[src/rtl/ysyx_24120013_pkg.sv]
// Shared IFU definitions: FSM encoding, next-PC select, reset PC and fetch stride.
package ysyx_24120013_pkg;

    typedef enum logic [2:0] {
        ST_IDLE,
        ST_REQ,
        ST_WAIT,
        ST_HOLD,
        ST_HALT
    } ifu_state_e;

    typedef enum logic [1:0] {
        PC_KEEP,
        PC_INC,
        PC_TGT
    } pc_sel_e;

    localparam logic [31:0] RESET_PC_DEFAULT = 32'h8000_0000;
    localparam int unsigned PC_STEP          = 4;

endpackage

[src/rtl/ysyx_24120013_ifu_if.sv]
// IFU channels: imem request/response, decode handoff, redirect and halt controls.
interface ysyx_24120013_ifu_if #(
    parameter int unsigned ADDR_WIDTH = 32,
    parameter int unsigned DATA_WIDTH = 32
);
    logic                  imem_req_valid;
    logic [ADDR_WIDTH-1:0] imem_req_addr;
    logic                  imem_req_ready;
    logic                  imem_rsp_valid;
    logic [DATA_WIDTH-1:0] imem_rsp_data;
    logic                  imem_rsp_err;
    logic                  IFU_inst_valid;
    logic [DATA_WIDTH-1:0] IFU_inst;
    logic [ADDR_WIDTH-1:0] IFU_pc;
    logic                  IFU_fault;
    logic                  IFU_inst_ready;
    logic                  redirect_valid;
    logic [ADDR_WIDTH-1:0] redirect_pc;
    logic                  halt_req;

    modport master (
        output imem_req_valid, imem_req_addr,
        input  imem_req_ready, imem_rsp_valid, imem_rsp_data, imem_rsp_err,
        output IFU_inst_valid, IFU_inst, IFU_pc, IFU_fault,
        input  IFU_inst_ready, redirect_valid, redirect_pc, halt_req
    );

    modport slave (
        input  imem_req_valid, imem_req_addr,
        output imem_req_ready, imem_rsp_valid, imem_rsp_data, imem_rsp_err,
        input  IFU_inst_valid, IFU_inst, IFU_pc, IFU_fault,
        output IFU_inst_ready, redirect_valid, redirect_pc, halt_req
    );

endinterface

[src/rtl/ysyx_24120013_ifu_pc.sv]
// PC, saved redirect target and stale flag; next PC is keep / +4 / target.
// The effective target is the live redirect when present, otherwise the saved one.
module ysyx_24120013_ifu_pc
    import ysyx_24120013_pkg::*;
#(
    parameter int unsigned           ADDR_WIDTH = 32,
    parameter logic [ADDR_WIDTH-1:0] RESET_PC   = ADDR_WIDTH'(RESET_PC_DEFAULT)
) (
    input  logic                  clk,
    input  logic                  rst_n,
    input  pc_sel_e               pc_sel_i,
    input  logic                  redir_vld_i,
    input  logic [ADDR_WIDTH-1:0] redir_pc_i,
    input  logic                  stale_set_i,
    input  logic                  stale_clr_i,
    output logic [ADDR_WIDTH-1:0] pc_o,
    output logic [ADDR_WIDTH-1:0] tgt_o,
    output logic                  tgt_misaligned_o,
    output logic                  stale_o
);

    localparam logic [ADDR_WIDTH-1:0] STEP = ADDR_WIDTH'(PC_STEP);

    logic [ADDR_WIDTH-1:0] pc_q, pc_d;
    logic [ADDR_WIDTH-1:0] tgt_q;
    logic                  stale_q, stale_d;

    always_comb begin
        tgt_o = redir_vld_i ? redir_pc_i : tgt_q;
        pc_d  = pc_q;
        case (pc_sel_i)
            PC_INC:  pc_d = pc_q + STEP;
            PC_TGT:  pc_d = tgt_o;
            default: pc_d = pc_q;
        endcase
        // Consuming a response retires the stale mark even if a new redirect lands that cycle.
        if (stale_clr_i) begin
            stale_d = 1'b0;
        end else if (stale_set_i) begin
            stale_d = 1'b1;
        end else begin
            stale_d = stale_q;
        end
    end

    always_ff @(posedge clk or negedge rst_n) begin
        if (!rst_n) begin
            pc_q    <= RESET_PC;
            tgt_q   <= RESET_PC;
            stale_q <= 1'b0;
        end else begin
            pc_q    <= pc_d;
            tgt_q   <= tgt_o;
            stale_q <= stale_d;
        end
    end

    assign pc_o             = pc_q;
    assign tgt_misaligned_o = |tgt_o[1:0];
    assign stale_o          = stale_q;

endmodule

[src/rtl/ysyx_24120013_ifu.sv]
// Fetch FSM (IDLE/REQ/WAIT/HOLD/HALT) with a registered {pc, inst, fault} entry for decode.
// One fetch outstanding; 3 cycles per instruction at zero wait; outputs depend on state/registers only.
module ysyx_24120013_ifu
    import ysyx_24120013_pkg::*;
#(
    parameter int unsigned           ADDR_WIDTH = 32,
    parameter int unsigned           DATA_WIDTH = 32,
    parameter logic [ADDR_WIDTH-1:0] RESET_PC   = ADDR_WIDTH'(RESET_PC_DEFAULT)
) (
    input  logic                clk,
    input  logic                rst,
    ysyx_24120013_ifu_if.master bus
);

    ifu_state_e            state_q, state_d;
    logic                  halt_pend_q, halt_pend_d;
    logic [DATA_WIDTH-1:0] inst_q, inst_d;
    logic [ADDR_WIDTH-1:0] opc_q, opc_d;
    logic                  fault_q, fault_d;

    pc_sel_e               pc_sel;
    logic                  stale_set, stale_clr, take_tgt;
    logic [ADDR_WIDTH-1:0] pc, tgt;
    logic                  tgt_mis, stale;

    ysyx_24120013_ifu_pc #(
        .ADDR_WIDTH (ADDR_WIDTH),
        .RESET_PC   (RESET_PC)
    ) u_pc (
        .clk              (clk),
        .rst_n            (rst),
        .pc_sel_i         (pc_sel),
        .redir_vld_i      (bus.redirect_valid),
        .redir_pc_i       (bus.redirect_pc),
        .stale_set_i      (stale_set),
        .stale_clr_i      (stale_clr),
        .pc_o             (pc),
        .tgt_o            (tgt),
        .tgt_misaligned_o (tgt_mis),
        .stale_o          (stale)
    );

    always_comb begin
        state_d     = state_q;
        halt_pend_d = halt_pend_q;
        inst_d      = inst_q;
        opc_d       = opc_q;
        fault_d     = fault_q;
        pc_sel      = PC_KEEP;
        stale_set   = 1'b0;
        stale_clr   = 1'b0;
        take_tgt    = 1'b0;

        case (state_q)
            ST_IDLE: state_d = ST_REQ;
            ST_REQ: begin
                if (bus.imem_req_ready) begin
                    state_d     = ST_WAIT;
                    halt_pend_d = bus.halt_req;
                    stale_set   = bus.redirect_valid & ~bus.halt_req;
                end else if (bus.halt_req) begin
                    state_d = ST_HALT;
                end else if (bus.redirect_valid) begin
                    take_tgt = 1'b1;
                end
            end
            ST_WAIT: begin
                if (bus.halt_req) begin
                    halt_pend_d = 1'b1;
                end
                if (bus.imem_rsp_valid) begin
                    stale_clr   = 1'b1;
                    halt_pend_d = 1'b0;
                    if (halt_pend_q | bus.halt_req) begin
                        state_d = ST_HALT;
                    end else if (stale | bus.redirect_valid) begin
                        take_tgt = 1'b1;
                    end else begin
                        state_d = ST_HOLD;
                        inst_d  = bus.imem_rsp_err ? '0 : bus.imem_rsp_data;
                        opc_d   = pc;
                        fault_d = bus.imem_rsp_err;
                    end
                end else begin
                    stale_set = bus.redirect_valid & ~bus.halt_req & ~halt_pend_q;
                end
            end
            ST_HOLD: begin
                if (bus.halt_req) begin
                    state_d = ST_HALT;
                end else if (bus.redirect_valid) begin
                    take_tgt = 1'b1;
                end else if (bus.IFU_inst_ready) begin
                    if (fault_q) begin
                        state_d = ST_HALT;
                    end else begin
                        pc_sel  = PC_INC;
                        state_d = ST_REQ;
                    end
                end
            end
            ST_HALT: state_d = ST_HALT;
            default: state_d = ST_IDLE;
        endcase

        // A misaligned target never reaches memory; it becomes a fault entry directly.
        if (take_tgt) begin
            pc_sel = PC_TGT;
            if (tgt_mis) begin
                state_d = ST_HOLD;
                inst_d  = '0;
                opc_d   = tgt;
                fault_d = 1'b1;
            end else begin
                state_d = ST_REQ;
            end
        end
    end

    always_ff @(posedge clk or negedge rst) begin
        if (!rst) begin
            state_q     <= ST_IDLE;
            halt_pend_q <= 1'b0;
            inst_q      <= '0;
            opc_q       <= RESET_PC;
            fault_q     <= 1'b0;
        end else begin
            state_q     <= state_d;
            halt_pend_q <= halt_pend_d;
            inst_q      <= inst_d;
            opc_q       <= opc_d;
            fault_q     <= fault_d;
        end
    end

    assign bus.imem_req_valid = (state_q == ST_REQ);
    assign bus.imem_req_addr  = pc;
    assign bus.IFU_inst_valid = (state_q == ST_HOLD);
    assign bus.IFU_inst       = inst_q;
    assign bus.IFU_pc         = opc_q;
    assign bus.IFU_fault      = fault_q;

endmodule

[src/flat_wrapper.sv]
// flat-port wrapper written by rule: the top's interface ports become plain ports
module ysyx_24120013_ifu_flat import ysyx_24120013_pkg::*;
#(
    parameter int unsigned           ADDR_WIDTH = 32,
    parameter int unsigned           DATA_WIDTH = 32,
    parameter logic [ADDR_WIDTH-1:0] RESET_PC   = ADDR_WIDTH'(RESET_PC_DEFAULT)
)
  (clk, rst, bus_imem_req_valid, bus_imem_req_addr, bus_imem_req_ready, bus_imem_rsp_valid, bus_imem_rsp_data, bus_imem_rsp_err, bus_IFU_inst_valid, bus_IFU_inst, bus_IFU_pc, bus_IFU_fault, bus_IFU_inst_ready, bus_redirect_valid, bus_redirect_pc, bus_halt_req);
  ysyx_24120013_ifu_if #(.ADDR_WIDTH(ADDR_WIDTH), .DATA_WIDTH(DATA_WIDTH)) bus_i ();
  input  logic clk;
  input  logic rst;
  output wire logic [$bits(bus_i.imem_req_valid)-1:0] bus_imem_req_valid;
  output wire logic [$bits(bus_i.imem_req_addr)-1:0] bus_imem_req_addr;
  input wire logic [$bits(bus_i.imem_req_ready)-1:0] bus_imem_req_ready;
  input wire logic [$bits(bus_i.imem_rsp_valid)-1:0] bus_imem_rsp_valid;
  input wire logic [$bits(bus_i.imem_rsp_data)-1:0] bus_imem_rsp_data;
  input wire logic [$bits(bus_i.imem_rsp_err)-1:0] bus_imem_rsp_err;
  output wire logic [$bits(bus_i.IFU_inst_valid)-1:0] bus_IFU_inst_valid;
  output wire logic [$bits(bus_i.IFU_inst)-1:0] bus_IFU_inst;
  output wire logic [$bits(bus_i.IFU_pc)-1:0] bus_IFU_pc;
  output wire logic [$bits(bus_i.IFU_fault)-1:0] bus_IFU_fault;
  input wire logic [$bits(bus_i.IFU_inst_ready)-1:0] bus_IFU_inst_ready;
  input wire logic [$bits(bus_i.redirect_valid)-1:0] bus_redirect_valid;
  input wire logic [$bits(bus_i.redirect_pc)-1:0] bus_redirect_pc;
  input wire logic [$bits(bus_i.halt_req)-1:0] bus_halt_req;
  assign bus_imem_req_valid = bus_i.imem_req_valid;
  assign bus_imem_req_addr = bus_i.imem_req_addr;
  assign bus_i.imem_req_ready = bus_imem_req_ready;
  assign bus_i.imem_rsp_valid = bus_imem_rsp_valid;
  assign bus_i.imem_rsp_data = bus_imem_rsp_data;
  assign bus_i.imem_rsp_err = bus_imem_rsp_err;
  assign bus_IFU_inst_valid = bus_i.IFU_inst_valid;
  assign bus_IFU_inst = bus_i.IFU_inst;
  assign bus_IFU_pc = bus_i.IFU_pc;
  assign bus_IFU_fault = bus_i.IFU_fault;
  assign bus_i.IFU_inst_ready = bus_IFU_inst_ready;
  assign bus_i.redirect_valid = bus_redirect_valid;
  assign bus_i.redirect_pc = bus_redirect_pc;
  assign bus_i.halt_req = bus_halt_req;
  ysyx_24120013_ifu #(.ADDR_WIDTH(ADDR_WIDTH), .DATA_WIDTH(DATA_WIDTH), .RESET_PC(RESET_PC)) u_core (.clk(clk), .rst(rst), .bus(bus_i));
endmodule
[config.mk]
export PLATFORM = sky130hd
export DESIGN_NAME = ysyx_24120013_ifu_flat
export DESIGN_NICKNAME = d
export VERILOG_FILES = /design/src/rtl/ysyx_24120013_pkg.sv /design/src/rtl/ysyx_24120013_ifu_if.sv /design/src/rtl/ysyx_24120013_ifu_pc.sv /design/src/rtl/ysyx_24120013_ifu.sv /design/src/flat_wrapper.sv
export SDC_FILE = /design/constraint.sdc
export NUM_CORES = 1
export LEC_CHECK = 0
export BUFFER_PORTS_ARGS = -buffer_cell sky130_fd_sc_hd__buf_2
export CAP_MARGIN = 20
export CORE_MARGIN = 5
export CORE_UTILIZATION = 30
export CTS_BUF_LIST = sky130_fd_sc_hd__clkbuf_8 sky130_fd_sc_hd__clkbuf_16
export CTS_CLUSTER_DIAMETER = 40
export DETAILED_ROUTE_END_ITERATION = 12
export HOLD_SLACK_MARGIN = 0.06
export RECOVER_POWER = 50
export SETUP_SLACK_MARGIN = 0.5
export SLEW_MARGIN = 20
export SYNTH_ARGS = -nofsm -noshare
export SYNTH_HDL_FRONTEND = slang
export SYNTH_SLANG_ARGS = --single-unit
[constraint.sdc]
create_clock -name clk -period 2.9 [get_ports clk]
set_input_delay 0 -clock clk [delete_from_list [all_inputs] [get_ports clk]]
set_output_delay 0 -clock clk [all_outputs]
set_load 0.02 [all_outputs]
==> results of run 1 <==
power by group:
| group | internal, mW | leakage (nW) | switching, mW |
|---|---|---|---|
| Sequential | 2.48 | 1.68 | 0.622 |
| Combinational | 1.02 | 2.21 | 1.65 |
| Clock | 1.40 | 0.298 | 0.834 |
| Total | 4.90 | 4.18 | 3.11 |
routing by layer:
metal  up-vias  part of all wire [%]  track usage, %
met5         -                     0               0
met4         0                  0.77            3.13
met3        13                   6.7            4.43
met2       154                    47            25.6
met1      2577                    46            19.7
li1       2652                     -               -
worst max-delay path, stage by stage, from the launching register on:
cell      delay [ns]
dfrtp_1         0.52
and4bb_2        0.42
a31o_2          0.27
nand2_4         0.12
a211oi_4        0.24
buf_12          0.26
mux2_2          0.36
kinds of logic (layout without fill, tap and decap cells):
family / after synthesis / in the layout / synth area share [%]
compound gates: 102 / 102 / 10.1
xor+xnor: 17 / 17 / 2.26
fa+ha+maj: 1 / 1 / 0.190
buf+inv: 65 / 318 / 5.09
flops: 134 / 134 / 51.0
mux: 94 / 94 / 14.8
other cells: 0 / 1 / 0
simple gates: 196 / 197 / 16.7
synthesized netlist by cell type (3+ instances only):
master,n,area (µm²)
or3_1,4,25.0
or4_1,4,30.0
a21oi_1,38,190
xor2_1,14,123
nor4_4,3,63.8
xnor2_1,3,26.3
o311ai_0,3,26.3
a221o_1,3,30.0
o211ai_1,4,30.0
nand4_1,7,43.8
buf_6,6,67.6
nand3_1,20,100
nand2b_1,3,18.8
a21o_1,3,22.5
mux2_2,25,282
nand3b_1,4,30.0
nor2_1,55,206
buf_1,4,15.0
dfrtp_1,131,3280
nor3_1,4,20.0
and2_1,4,25.0
nor3b_1,32,240
inv_1,27,101
a31oi_1,5,31.3
dfstp_2,3,78.8
mux2i_1,68,681
and3_1,6,37.5
a22o_1,3,26.3
clkbuf_1,14,52.6
o21ai_0,22,110
a41oi_1,3,26.3
buf_2,9,45.0
nand2_1,39,146
sequential cells by signal (all words and copies together) (netlist names):
signal / flops
u_core.bus.IFU_inst: 32
u_core.halt_pend_q: 1
u_core.state_q: 3
u_core.bus.IFU_fault: 1
u_core.bus.IFU_pc: 32
u_core.u_pc.stale_o: 1
u_core.u_pc.pc_o: 32
u_core.u_pc.tgt_q: 32
worst max path at each step:
stage / cells after the start / endpoint / slack [ns] / start
after floorplan: 7 / u_core.bus.IFU_pc[30]$_DFF_PN0_ / 0.81 / u_core.state_q[2]$_DFFE_PN0P_
after global placement: 7 / u_core.state_q[1]$_DFFE_PN0P_ / 0.45 / u_core.state_q[0]$_DFFE_PN0P_
after detailed placement: 7 / u_core.state_q[1]$_DFFE_PN0P_ / 0.41 / u_core.state_q[0]$_DFFE_PN0P_
after CTS: 7 / u_core.bus.IFU_pc[29]$_DFF_PN0_ / 0.50 / u_core.state_q[0]$_DFFE_PN0P_
after global routing: 6 / u_core.bus.IFU_pc[22]$_DFF_PN0_ / 0.50 / u_core.state_q[1]$_DFFE_PN0P_
final: 6 / u_core.bus.IFU_pc[18]$_DFF_PN0_ / 0.59 / u_core.state_q[1]$_DFFE_PN0P_
metrics by stage:
step | util [%] | setup slack [ns] | cells | instance area, µm²
after CTS | 41.5 | 0.500 | 1135 | 9030
final | 41.4 | 0.590 | 1144 | 9000
after global placement | 35.4 | 0.452 | 1033 | 7690
after floorplan | - | 0.809 | 609 | 6590
after global routing | 41.4 | 0.502 | 1144 | 9000
after detailed placement | 35.4 | 0.410 | 1033 | 7690
layout make-up:
cell class | count | area share (%)
Antenna cell | 1 | 0.0278
Clock inverter | 13 | 1.78
Clock buffer | 19 | 5.03
Tap cell | 280 | 3.89
Inverter | 27 | 1.13
Sequential cell | 134 | 37.3
Timing Repair Buffer | 259 | 18.3
Multi-Input combinational cell | 411 | 32.6
repair_timing:
item                                    in CTS  in global routing
buffers inserted                             1                  7
endpoints found under the setup margin      35                 59
endpoints found under the hold margin      190                  0
cloned                                       1                  1
pin swaps                                    1                  3
hold buffers                                68                  0
resized for setup                            1                  6
==> impl_results.md, run 1 <==
* Hold Path Class: in2reg
* Layout fillers at 2,136
* Worst-path clk slew at 0.06 ns
* Synth warn at 0
* Reg-to-Reg End: u_core.bus.IFU_pc[18]$_DFF_PN0_
* Ys flop type: dfrtp_1
* Post-DRT Antenna Nets at 0
* Die area at 0.0250 mm²
* Reg2reg path depth at 6
* CP Max Fanout at 23
* Worst slew pin tran at 1.70 ns
* Pin count of the biggest net entering global routing at 72
* Initial antenna violation count at 1
* Period utilisation layout at 79.7%
* Die H at 158 µm
* Endpoint of the worst hold path: u_core.bus.IFU_inst[29]$_DFF_PN0_
* Slew Limit Fails at 64
* Root Driver: clkbuf_16
* Clock latency on the worst-skew pair at 0.42 ns
* Core ar. at 0.0218 mm²
* Post-DR vias/cell at 4.72
* Final wirelength at 19,300 µm
* Clk_skew at 0.00911 ns
* Syn Nets at 682
* Area growth syn-to-layout at 36.7%
* EDFF count, synth at 0
* Kind of critical path: reg2reg
* Max IR drop VDD at 0.542 mV
* Worst path arrival time at 2.60 ns
* Static Leak at 4.18 nW
* Failing checks: capacitance limit, slew limit
* Status: finished with violations
* Leading cell type in the layout, fill and taps excluded: dfrtp_1
* Power Dens Cells at 889 mW/mm²
* Number of global-route vias before repair at 5,444
* Final setup vio count at 0
* Fin. Hold Viols at 0
* Starting Density at 30.3%
* First-pass GRT wire length at 29,800 µm
* Most frequent cells in the layout: dfrtp_1 (129), buf_2 (96), clkbuf_1 (73), mux2i_1 (68), dlygate4sd3_1 (68)
* Max-Cap Viols at 1
* Final min period at 2.31 ns
* # DRC at 0
* WL/cell at 16.9 µm
* Total clock sinks at 134
* Die width at 158 µm
* GR Util All Layers at 15.2%
* CP startpoint kind: register
* Tot Pwr at 8.00 mW
* Placer Congestion at 0.771
* Hold Path Stages at 4
* IO buf count at 170
* RSZ-0062 raised after global routing: no
* CTS H-tree depth at 4
* Synthesized instance count at 609
* Start point of the worst hold path: bus_imem_rsp_err
* Max Freq at 433 MHz
* Sequential cell area at 0.00336 mm²
* Post-Syn Area at 0.00659 mm²
* Hold slack at 0.300 ns
* Worst flop-to-flop path startpoint: u_core.state_q[1]$_DFFE_PN0P_
* Yosys reg bits at 134
* Setup TNS at 0 ns
* Worst setup EP type: register
* Io pins at 171
* DR pass1 iterations at 4
* Iteration-0 DRC count of the detailed router at 364
* Area of the multi-input gates at 0.00293 mm²
* Synth cell types at 63
* Asr flop ratio synth at 100%
* Slew HR at -13.7%
* Reg2Reg Setup Slack at 0.59 ns
* Global route overflow at 0
* CTS buffer count at 17
* Longest Clk Path Bufs at 2
* Post-synthesis average cell area at 10.8 µm²
* Ratio of cells with drive above 1 in the final layout at 21.6%
* Vias at 5,396
* Post-detail-place hpwl at 12,800 µm
* Row cnt at 54
* Worst EP required at 3.19 ns
* Seq/Total Area, Yosys at 51.0%
* Final #Nets at 923
* CTS tree: yes
(Power assumes the default switching activity.)
==> inputs of run 2 (changes only) <==
Settings changed: ABC_AREA from default to 1.
Clock period 2.9 ns to 2.1 ns, I/O delays scaled along.
==> run 2 against run 1 <==
  * The flow now finishes without violations
  * Routed wire length up 38%
  * Setup slack worse by 0.18 ns
  * Final cell count is 45% higher
  * Die area grew 9.6%
  * Core utilization grew 2.6 points
  * Synthesized cell count rose by 73%
  * Critical path depth up 1
  * Synthesized area rose by 10%
  * Largest power group is now combinational cells
  * Sequential power rose by 45%
  * Sequential share of layout area is 5.5 points lower
  * First-iteration DRC count is 43% higher
  * Clock skew increased by 0.0015 ns
==> impl_results.md, run 2 <==
* CP Cell Sequence: clkbuf_1 > inv_1 > clkbuf_1 > nand2_1 > nand2_1 > nand2_1 > nand3_1
* Worst EP required at 2.45 ns
* First-pass GRT wire length at 41,700 µm
* Synth warn at 0
* Row cnt at 57
* Leading cell type in the layout, fill and taps excluded: nand2_1
* Clk_skew at 0.0106 ns
* Die H at 166 µm
* Slew HR at 2.82%
* Comb pwr share at 42.4%
* Ys flop type: dfrtp_1
* Worst slew pin tran at 1.46 ns
* Max Freq at 590 MHz
* DR pass1 iterations at 5
* Post-detail-place hpwl at 16,900 µm
* Worst path arrival time at 2.05 ns
* CP peak stage delay at 0.86 ns
* Reg power frac at 33.5%
* IO buf count at 170
* P_int at 7.65 mW
* Area growth syn-to-layout at 45.9%
* # DRC at 0
* Yosys reg bits at 134
* Longest Clk Path Bufs at 2
* Placer Congestion at 0.886
* Initial antenna violation count at 1
* Clk pwr share at 24.1%
* Pin count of the biggest net entering global routing at 54
* Max IR drop VDD at 0.633 mV
* Vias at 7,759
* WL/cell at 16.0 µm
* CP Max Fanout at 19
* Crit path top cell by count: nand2_1
* Final min period at 1.69 ns
* Starting Density at 30.1%
* Io pins at 171
* Post-synthesis average cell area at 6.91 µm²
* Psw at 5.73 mW
* Synth area leader: dfrtp_1
* Static Leak at 5.47 nW
* Seq/Total Area, Yosys at 46.2%
* Max-Cap Viols at 0
* Hold slack at 0.173 ns
* Hold Path Class: in2reg
* Iteration-0 DRC count of the detailed router at 522
* Die area at 0.0274 mm²
* Final #Nets at 1,392
* Most frequent cells in the layout: nand2_1 (421), buf_2 (149), dfrtp_1 (121), nor2_1 (117), inv_1 (89)
* Fin. Hold Viols at 0
* Status: complete, no violations
* Worst-path clk slew at 0.06 ns
* Kind of critical path: in2reg
* Post-Syn Area at 0.00727 mm²
* Clock latency on the worst-skew pair at 0.43 ns
* Sw frac at 42.8%
* Final wirelength at 26,600 µm
* Root Driver: clkbuf_16
* Asr flop ratio synth at 100%
* Area share of the largest cell type after synthesis at 45.1%
* CP startpoint kind: input pin
* CTS buffer count at 17
* Syn Nets at 1,125
* Setup TNS at 0 ns
* GR Util All Layers at 18.7%
* Slew Limit Fails at 0
* Worst setup margin at 0.406 ns
* Pre-CTS setup slack at 0.180 ns
* RSZ-0062 raised after global routing: yes
* Core ar. at 0.0241 mm²
* Period utilisation layout at 80.6%
* Synth cell types at 36
* CTS H-tree depth at 4
* Synth area leaders: dfrtp_1 (45%), nand2_1 (23%), nor2_1 (6.6%), inv_1 (4.7%), nand3_1 (3.7%)
* Worst setup EP type: register
* Post-DR vias/cell at 4.68
* Global route overflow at 0
* Power Dens Cells at 1260 mW/mm²
* Synthesized instance count at 1,052
* Critical path's slowest cell: clkbuf_1
* Total clock sinks at 134
* Ratio of cells with drive above 1 in the final layout at 23.7%
* Post-DRT Antenna Nets at 0
* Die width at 166 µm
* CTS tree: yes
* Final setup vio count at 0
* Most frequent cell after synthesis: nand2_1
* Number of global-route vias before repair at 7,715
* Top cells by count, synth: nand2_1 (442), dfrtp_1 (131), nor2_1 (128)
* EDFF count, synth at 0
[run 2: per-stage QoR]
step | power, mW | utilization [%] | std cells | cell area, µm²
final | 13.4 | 44.0 | 1657 | 10600
after global placement | 9.39 | 35.1 | 1514 | 8460
after floorplan | 7.57 | - | 1052 | 7280
after global routing | 14.3 | 44.0 | 1657 | 10600
after detailed placement | 9.49 | 35.1 | 1514 | 8460
after CTS | 13.3 | 42.8 | 1646 | 10300
[run 2: kinds of logic after synthesis]
kind of cell               share of synthesized area, %
AOI/OAI and AO/OA                                  5.42
xor gates and xnor gates                          0.964
adders and majority gates                         0.172
buffers and inverters                              8.56
DFF                                                46.2
and+or+nand+nor                                    38.7
[run 2: worst paths after layout]
kind                                                start                               end  slack (ns)  depth (start not counted)
min in group asynchronous                             rst  u_core.bus.IFU_inst[6]$_DFF_PN0_        0.45                          2
min reg2reg                u_core.u_pc.tgt_q[2]$_DFF_PN0_    u_core.u_pc.tgt_q[2]$_DFF_PN0_        0.49                          2
max in group asynchronous                             rst   u_core.u_pc.tgt_q[31]$_DFF_PN1_        0.57                          3
min                                      bus_imem_rsp_err    u_core.bus.IFU_fault$_DFF_PN0_        0.17                          3
max                                    bus_redirect_valid  u_core.u_pc.pc_o[10]$_DFFE_PN0P_        0.41                          7
max reg2reg                 u_core.state_q[2]$_DFFE_PN0P_   u_core.bus.IFU_pc[24]$_DFF_PN0_        0.45                         10
[run 2: critical path, delay by kind of cell]
family | cells | cell delay, ns
buffers and inverters | 3 | 1.59
AND/OR/NAND/NOR | 4 | 0.45
[run 2: layout make-up]
cell class              count  area [µm²]
repair buffers            295        2250
clock buffers              17         425
clock inverters            15         204
flip-flops and latches    134        3370
multi-input cells         774        3560
fillers                  2443       13500
repair inverters            1        8.76
well taps                 324         405
diodes                      1        2.50
inverters                  96         383
[run 2: layer usage]
| metal | GRT usage [%] | wire [µm] | up-vias |
|---|---|---|---|
| met1 | 24.5 | 11700 | 3655 |
| met4 | 5.13 | 427 | 0 |
| li1 | - | - | 3809 |
| met5 | 0 | 0 | - |
| met2 | 30.3 | 12600 | 266 |
| met3 | 5.17 | 1840 | 29 |
[run 2: power groups by stage]
stage	sequential [mW]	clock (mW)	combinational, mW
after floorplan	5.40	0	2.17
after global placement	4.45	0	4.94
after detailed placement	4.47	0	5.01
after CTS	4.44	3.28	5.54
after global routing	4.63	3.40	6.25
final	4.48	3.22	5.67
[run 2: timing repair]
item | in CTS | in global routing
cloned | 6 | 4
buffers inserted | 23 | 6
hold buffers | 71 | 0
pin swaps | 6 | 14
gates resized for setup | 45 | 64
setup endpoints to repair | 100 | 100
endpoints found under the hold margin | 259 | 0
